[config.mk]
export PLATFORM = sky130hd
export DESIGN_NAME = input_stream_packer
export DESIGN_NICKNAME = d
export VERILOG_FILES = /design/src/rtl/input_stream_packer_pkg.sv /design/src/rtl/input_stream_packer_sync_fifo_beat.sv /design/src/rtl/input_stream_packer.sv
export SDC_FILE = /design/constraint.sdc
export NUM_CORES = 1
export LEC_CHECK = 0
export CAP_MARGIN = 30
export CELL_PAD_IN_SITES_DETAIL_PLACEMENT = 1
export CELL_PAD_IN_SITES_GLOBAL_PLACEMENT = 2
export CORE_ASPECT_RATIO = 1.25
export CORE_MARGIN = 2
export CORE_UTILIZATION = 40
export CTS_BUF_LIST = sky130_fd_sc_hd__clkbuf_16
export CTS_CLUSTER_DIAMETER = 200
export DETAILED_ROUTE_END_ITERATION = 12
export GPL_TIMING_DRIVEN = 0
export PLACE_DENSITY = 0.79
export SETUP_SLACK_MARGIN = 0.02
export SYNTH_ARGS = -nofsm -noshare
export SYNTH_HDL_FRONTEND = slang
export SYNTH_SLANG_ARGS = --single-unit
[constraint.sdc]
create_clock -name clk -period 5.7 [get_ports clk]
set_input_delay 1.425 -clock clk [delete_from_list [all_inputs] [get_ports clk]]
set_output_delay 1.425 -clock clk [all_outputs]
set_load 0.02 [all_outputs]
[src/rtl/input_stream_packer_pkg.sv]
// Shared constants for the pad-word packer feeding the SNN wrapper stream.
// Beat and sample geometry must track the wrapper's streaming parameters.
package input_stream_packer_pkg;

   localparam int PAD_WIDTH        = 11;
   localparam int LANES            = 6;
   localparam int OUT_WIDTH        = PAD_WIDTH * LANES;
   localparam int FIFO_DEPTH       = 4;
   localparam int FIFO_PTR_WIDTH   = 2;
   localparam int BEATS_PER_SAMPLE = 15;
   localparam int BEAT_CNT_WIDTH   = 4;
   localparam int LANE_CNT_WIDTH   = 3;

   typedef logic [OUT_WIDTH-1:0] beat_t;

endpackage

[src/rtl/input_stream_packer_sync_fifo_beat.sv]
// Small synchronous beat FIFO; occupancy count separates full from empty.
// Caller guarantees no push when full and no pop when empty.
module sync_fifo_beat #(
   parameter int WIDTH     = 66,
   parameter int DEPTH     = 4,
   parameter int PTR_WIDTH = 2
) (
   input  logic                 clk,
   input  logic                 reset_n,
   input  logic                 flush_i,
   input  logic                 push_i,
   input  logic [WIDTH-1:0]     push_data_i,
   input  logic                 pop_i,
   output logic [WIDTH-1:0]     pop_data_o,
   output logic [PTR_WIDTH:0]   level_o
);

   localparam logic [PTR_WIDTH-1:0] PTR_ONE = PTR_WIDTH'(1);
   localparam logic [PTR_WIDTH:0]   LVL_ONE = (PTR_WIDTH+1)'(1);

   logic [WIDTH-1:0]     mem_q [DEPTH];
   logic [WIDTH-1:0]     mem_d [DEPTH];
   logic [PTR_WIDTH-1:0] wr_ptr_q, wr_ptr_d;
   logic [PTR_WIDTH-1:0] rd_ptr_q, rd_ptr_d;
   logic [PTR_WIDTH:0]   level_q, level_d;

   always_comb begin
      mem_d    = mem_q;
      wr_ptr_d = wr_ptr_q;
      rd_ptr_d = rd_ptr_q;
      level_d  = level_q;
      if (flush_i) begin
         mem_d    = '{default: '0};
         wr_ptr_d = '0;
         rd_ptr_d = '0;
         level_d  = '0;
      end else begin
         if (push_i) begin
            mem_d[wr_ptr_q] = push_data_i;
            wr_ptr_d        = wr_ptr_q + PTR_ONE;
         end
         if (pop_i) begin
            rd_ptr_d = rd_ptr_q + PTR_ONE;
         end
         unique case ({push_i, pop_i})
            2'b10:   level_d = level_q + LVL_ONE;
            2'b01:   level_d = level_q - LVL_ONE;
            default: level_d = level_q;
         endcase
      end
   end

   always_ff @(posedge clk or negedge reset_n) begin
      if (!reset_n) begin
         mem_q    <= '{default: '0};
         wr_ptr_q <= '0;
         rd_ptr_q <= '0;
         level_q  <= '0;
      end else begin
         mem_q    <= mem_d;
         wr_ptr_q <= wr_ptr_d;
         rd_ptr_q <= rd_ptr_d;
         level_q  <= level_d;
      end
   end

   assign pop_data_o = mem_q[rd_ptr_q];
   assign level_o    = level_q;

endmodule

[src/rtl/input_stream_packer.sv]
// Packs pad-rate words into 66-bit beats, buffers them, and issues them
// to the SNN wrapper under its registered ready, framing 15-beat samples.
module input_stream_packer
   import input_stream_packer_pkg::*;
(
   input  logic                      clk,
   input  logic                      reset_n,
   input  logic                      flush_i,
   input  logic                      pad_valid_i,
   input  logic [PAD_WIDTH-1:0]      pad_data_i,
   output logic                      pad_ready_o,
   output logic                      stream_valid_o,
   output logic [OUT_WIDTH-1:0]      stream_data_o,
   input  logic                      stream_ready_i,
   output logic                      sample_done_o,
   output logic [BEAT_CNT_WIDTH-1:0] beat_count_o,
   output logic [FIFO_PTR_WIDTH:0]   fifo_level_o,
   output logic                      overflow_o
);

   localparam logic [LANE_CNT_WIDTH-1:0] LANE_LAST =
      LANE_CNT_WIDTH'(LANES - 1);
   localparam logic [LANE_CNT_WIDTH-1:0] LANE_ONE =
      LANE_CNT_WIDTH'(1);
   localparam logic [FIFO_PTR_WIDTH:0] LEVEL_FULL =
      (FIFO_PTR_WIDTH+1)'(FIFO_DEPTH);
   localparam logic [BEAT_CNT_WIDTH-1:0] BEAT_LAST =
      BEAT_CNT_WIDTH'(BEATS_PER_SAMPLE - 1);
   localparam logic [BEAT_CNT_WIDTH-1:0] BEAT_ONE =
      BEAT_CNT_WIDTH'(1);

   logic [LANE_CNT_WIDTH-1:0] lane_cnt_q, lane_cnt_d;
   beat_t                     beat_buf_q, beat_buf_d;
   logic                      stream_valid_q, stream_valid_d;
   beat_t                     stream_data_q, stream_data_d;
   logic                      sample_done_q, sample_done_d;
   logic [BEAT_CNT_WIDTH-1:0] beat_cnt_q, beat_cnt_d;
   logic                      overflow_q, overflow_d;

   logic                      accept;
   logic                      push;
   logic                      pop;
   beat_t                     push_data;
   beat_t                     fifo_head;
   logic [FIFO_PTR_WIDTH:0]   fifo_level;

   // Only the last lane can be stalled, so ready never depends on the sink.
   assign pad_ready_o = (lane_cnt_q != LANE_LAST) ||
                        (fifo_level < LEVEL_FULL);
   assign accept      = pad_valid_i && pad_ready_o;
   assign push        = accept && (lane_cnt_q == LANE_LAST) && !flush_i;
   assign pop         = (fifo_level != '0) && stream_ready_i && !flush_i;
   assign push_data   = {pad_data_i,
                         beat_buf_q[OUT_WIDTH-PAD_WIDTH-1:0]};

   sync_fifo_beat #(
      .WIDTH     (OUT_WIDTH),
      .DEPTH     (FIFO_DEPTH),
      .PTR_WIDTH (FIFO_PTR_WIDTH)
   ) u_fifo (
      .clk         (clk),
      .reset_n     (reset_n),
      .flush_i     (flush_i),
      .push_i      (push),
      .push_data_i (push_data),
      .pop_i       (pop),
      .pop_data_o  (fifo_head),
      .level_o     (fifo_level)
   );

   always_comb begin
      lane_cnt_d     = lane_cnt_q;
      beat_buf_d     = beat_buf_q;
      stream_valid_d = 1'b0;
      stream_data_d  = stream_data_q;
      sample_done_d  = 1'b0;
      beat_cnt_d     = beat_cnt_q;
      overflow_d     = overflow_q;
      if (flush_i) begin
         lane_cnt_d    = '0;
         beat_buf_d    = '0;
         stream_data_d = '0;
         beat_cnt_d    = '0;
         overflow_d    = 1'b0;
      end else begin
         if (accept) begin
            beat_buf_d[lane_cnt_q*PAD_WIDTH +: PAD_WIDTH] = pad_data_i;
            lane_cnt_d = (lane_cnt_q == LANE_LAST) ? '0
                       : lane_cnt_q + LANE_ONE;
         end
         if (pad_valid_i && !pad_ready_o) begin
            overflow_d = 1'b1;
         end
         if (pop) begin
            stream_valid_d = 1'b1;
            stream_data_d  = fifo_head;
            sample_done_d  = (beat_cnt_q == BEAT_LAST);
            beat_cnt_d     = (beat_cnt_q == BEAT_LAST) ? '0
                           : beat_cnt_q + BEAT_ONE;
         end
      end
   end

   always_ff @(posedge clk or negedge reset_n) begin
      if (!reset_n) begin
         lane_cnt_q     <= '0;
         beat_buf_q     <= '0;
         stream_valid_q <= 1'b0;
         stream_data_q  <= '0;
         sample_done_q  <= 1'b0;
         beat_cnt_q     <= '0;
         overflow_q     <= 1'b0;
      end else begin
         lane_cnt_q     <= lane_cnt_d;
         beat_buf_q     <= beat_buf_d;
         stream_valid_q <= stream_valid_d;
         stream_data_q  <= stream_data_d;
         sample_done_q  <= sample_done_d;
         beat_cnt_q     <= beat_cnt_d;
         overflow_q     <= overflow_d;
      end
   end

   assign stream_valid_o = stream_valid_q;
   assign stream_data_o  = stream_data_q;
   assign sample_done_o  = sample_done_q;
   assign beat_count_o   = beat_cnt_q;
   assign fifo_level_o   = fifo_level;
   assign overflow_o     = overflow_q;

endmodule

==> summary.md <==
| Metric | Value |
|---|---|
| Layout cells sized above 1 | `0.138` |
| Slew @ Worst Pin | `~0.94 ns` |
| Critical Path RT | `4.28 ns` |
| Cell Count Post-Placement | `between 1,500 and 2,000` |
| Root buf cell | `clkbuf_16` |
| Design Area, Final | `slightly below 20,000 sq um` |
| GRT Resource Usage Total | `0.225` |
| First-pass GRT wire length | `75,900 um` |
| Ports | `93` |
| Post-CTS Hold Buffers | `0` |
| Final Core Density | `0.470` |
| Critical R2R Capture | `u_fifo.level_o[2]` |
| Fin crit share | `0.652` |
| Cts repair resizes | `0` |
| TritonCTS buffer count | `41` |
| Crit path to | `pad_ready_o` |
| Setup Buffers After CTS | `0` |
| CP startpoint | `lane_cnt_q[1]` |
| Area Growth Syn to Fin | `16.6%` |
| Fin Hold WS | `approximately 0.5 ns` |
| TritonCTS clock tree | `yes` |
| Max_cap viols | `0` |
| RSZ-0062 raised after global routing | `false` |
| Most frequent cells in the layout | `dfrtp_1, a22o_1, nand2_1` |
| Status | `finished clean` |
| Clock-pin slew on the worst setup and hold paths | `~0.060 ns` |
| Number of flops mapped to enable cells by yosys | `0` |
| Final Setup Violations | `0` |
| Flop2flop setup slack | `2.83 ns` |
| Ys Warns | `0` |
| Antenna violation net count after detailed routing | `0` |
| Router iterations before antenna repair | `4` |
| Crit. End Element | `output pin` |
| Antenna violations before repair | `1` |
| DR iter-0 viols | `634` |
| # DRC | `0` |
| Max Buffers Root-to-Sink | `3` |
| WS Path Type | `reg -> out` |
| Initial Utilization | `0.403` |
| Syn_nets | `around 1,300` |
| Layout net count | `approximately 1,400` |
| Setup TNS | `0 ns` |
| Vias | `~11,000` |
| Worst setup SP type | `flip-flop` |
| Floorplan core area | `~42,000 sq um` |
| Power Dens Cells | `approximately 280 nW/um^2` |
| Final hold violation count | `0` |
| Chip Height | `233 um` |
| Commonest non-fill, non-tap cell in the layout | `dfrtp_1` |
| Ys async rst share | `1.00` |
| Largest net degree at the start of global routing | `~110` |
| Worst r2r src | `lane_cnt_q[1]` |
| Wire length per cell | `24.5 um` |
| Std-Cell Rows | `84` |
| Post-synthesis sequential area ratio | `0.597` |
| Post-Syn Instances | `1,245` |
| HPWL after DPL | `30,900 um` |
| Total power | `roughly 5.6 mW` |
| Yosys reg bits | `402` |
| Synth unique cells | `42` |
| Final Critical Period | `between 3 and 4 ns` |
| Diodes inserted | `0` |
| Clock latency on the worst-skew pair | `0.55 ns` |
| Number of global-route vias before repair | `between 10,000 and 15,000` |
| Die width | `188 um` |
| H-tree levels | `2` |
| Relative slew slack | `0.371` |
| Pre-CTS WS | `between 1 and 1.5 ns` |
| Sink Count | `402` |
| Clock Skew | `~0.021 ns` |
| Final cell count without fillers | `just under 2,000` |
| Max rail drop VDD | `~0.19 mV` |
| Post-Route WL | `47,900 um` |
| Min-delay worst type | `reg -> reg` |
| Crit path max fanout | `7` |
| Synthesized area per cell | `roughly 14 sq um` |
| Post-DP Area | `18,400 sq um` |
| R2R depth | `8` |
| Area of the mapped netlist | `16,800 sq um` |
| Port bufs | `between 80 and 90` |
| Overflow after GRT | `0` |
| Max Slew Vio Count | `0` |
| Die area | `around 44,000 sq um` |
| Routability congestion estimate | `a little over 0.8` |
| WP data arrival | `around 2.3 ns` |
| Final worst slack | `1.98 ns` |
| P_leak | `approximately 8.9 nW` |
| FMAX | `around 270 MHz` |
| Vias/cell | `between 5 and 6` |
| Post-synth top flop | `dfrtp_1` |
==> sequential cells by signal, summed over array words and instances, names as in the netlist <==
signal	flops
sample_done_o	1
lane_cnt_q	3
stream_valid_o	1
u_fifo.mem_q	264
beat_count_o	4
stream_data_o	66
u_fifo.rd_ptr_q	2
beat_buf_q	55
overflow_o	1
u_fifo.level_o	3
u_fifo.wr_ptr_q	2
==> report_power, final <==
part | leakage, nW | switching [mW] | internal [mW]
Sequential | 5.61 | 0.0122 | 2.86
Combinational | 2.70 | 0.174 | 0.0437
Clock | 0.632 | 1.12 | 1.37
==> critical path, stage by stage (launching register included) <==
cell             delay [ns]
dfrtp_1                0.48
inv_1                  0.13
ha_1                   0.28
nand3_1                0.21
clkdlybuf4s50_1        0.66
==> metal layers <==
layer | wire length (um) | up-vias | part of all wire | track usage
met1 | 21000 | 6055 | 0.44 | 0.305
li1 | - | 4868 | - | -
met5 | 0 | - | 0 | 0
met2 | 23900 | 237 | 0.50 | 0.381
met4 | 1350 | 0 | 0.028 | 0.0711
met3 | 1720 | 61 | 0.036 | 0.0275
==> Yosys cell counts, types with 5 or more instances <==
| cell type | instances | area (sq um) |
|---|---|---|
| mux4_2 | 66 | 1490 |
| a22o_1 | 295 | 2580 |
| nand2_1 | 116 | 435 |
| nand2b_1 | 36 | 225 |
| xnor2_1 | 6 | 52.6 |
| buf_2 | 64 | 320 |
| o21ai_0 | 5 | 25.0 |
| nor2_1 | 42 | 158 |
| mux2i_1 | 56 | 561 |
| nand3_1 | 7 | 35.0 |
| inv_1 | 7 | 26.3 |
| clkbuf_1 | 49 | 184 |
| ha_1 | 12 | 150 |
| and2_1 | 7 | 43.8 |
| a21oi_1 | 38 | 190 |
| dfrtp_1 | 402 | 10100 |
==> cells by family after synthesis <==
logic type | Yosys count | share of synthesized area
compound gates | 349 | 0.172
xor+xnor | 6 | 0.00312
fa+ha+maj | 13 | 0.0101
buf+inv | 128 | 0.0348
flops | 402 | 0.597
mux | 122 | 0.122
simple gates | 225 | 0.0609
==> worst min-delay path by stage <==
stage | from | endpoint | slack, ns | depth (start not counted)
2_1_floorplan | u_fifo.mem_q[5] | u_fifo.mem_q[5] | 0.44 | 2
3_3_place_gp | u_fifo.mem_q[83] | u_fifo.mem_q[83] | 0.48 | 1
3_5_place_dp | u_fifo.mem_q[109] | u_fifo.mem_q[109] | 0.49 | 1
4_1_cts | u_fifo.mem_q[17] | u_fifo.mem_q[17] | 0.50 | 1
5_1_grt | stream_data_o[49] | stream_data_o[49] | 0.52 | 1
6_report | stream_data_o[49] | stream_data_o[49] | 0.50 | 1
==> cell type report <==
cell class                      count  area (sq um)
Buffer                            120           557
Clock inverter                     28           150
Tap cell                          559           699
Clock buffer                       42          1050
Multi-Input combinational cell    715          6200
Fill cell                        4298         22200
Sequential cell                   402         10100
Timing Repair Buffer               84           898
Inverter                            8          30.0
No activity file was read; power rests on OpenSTA's default activity.
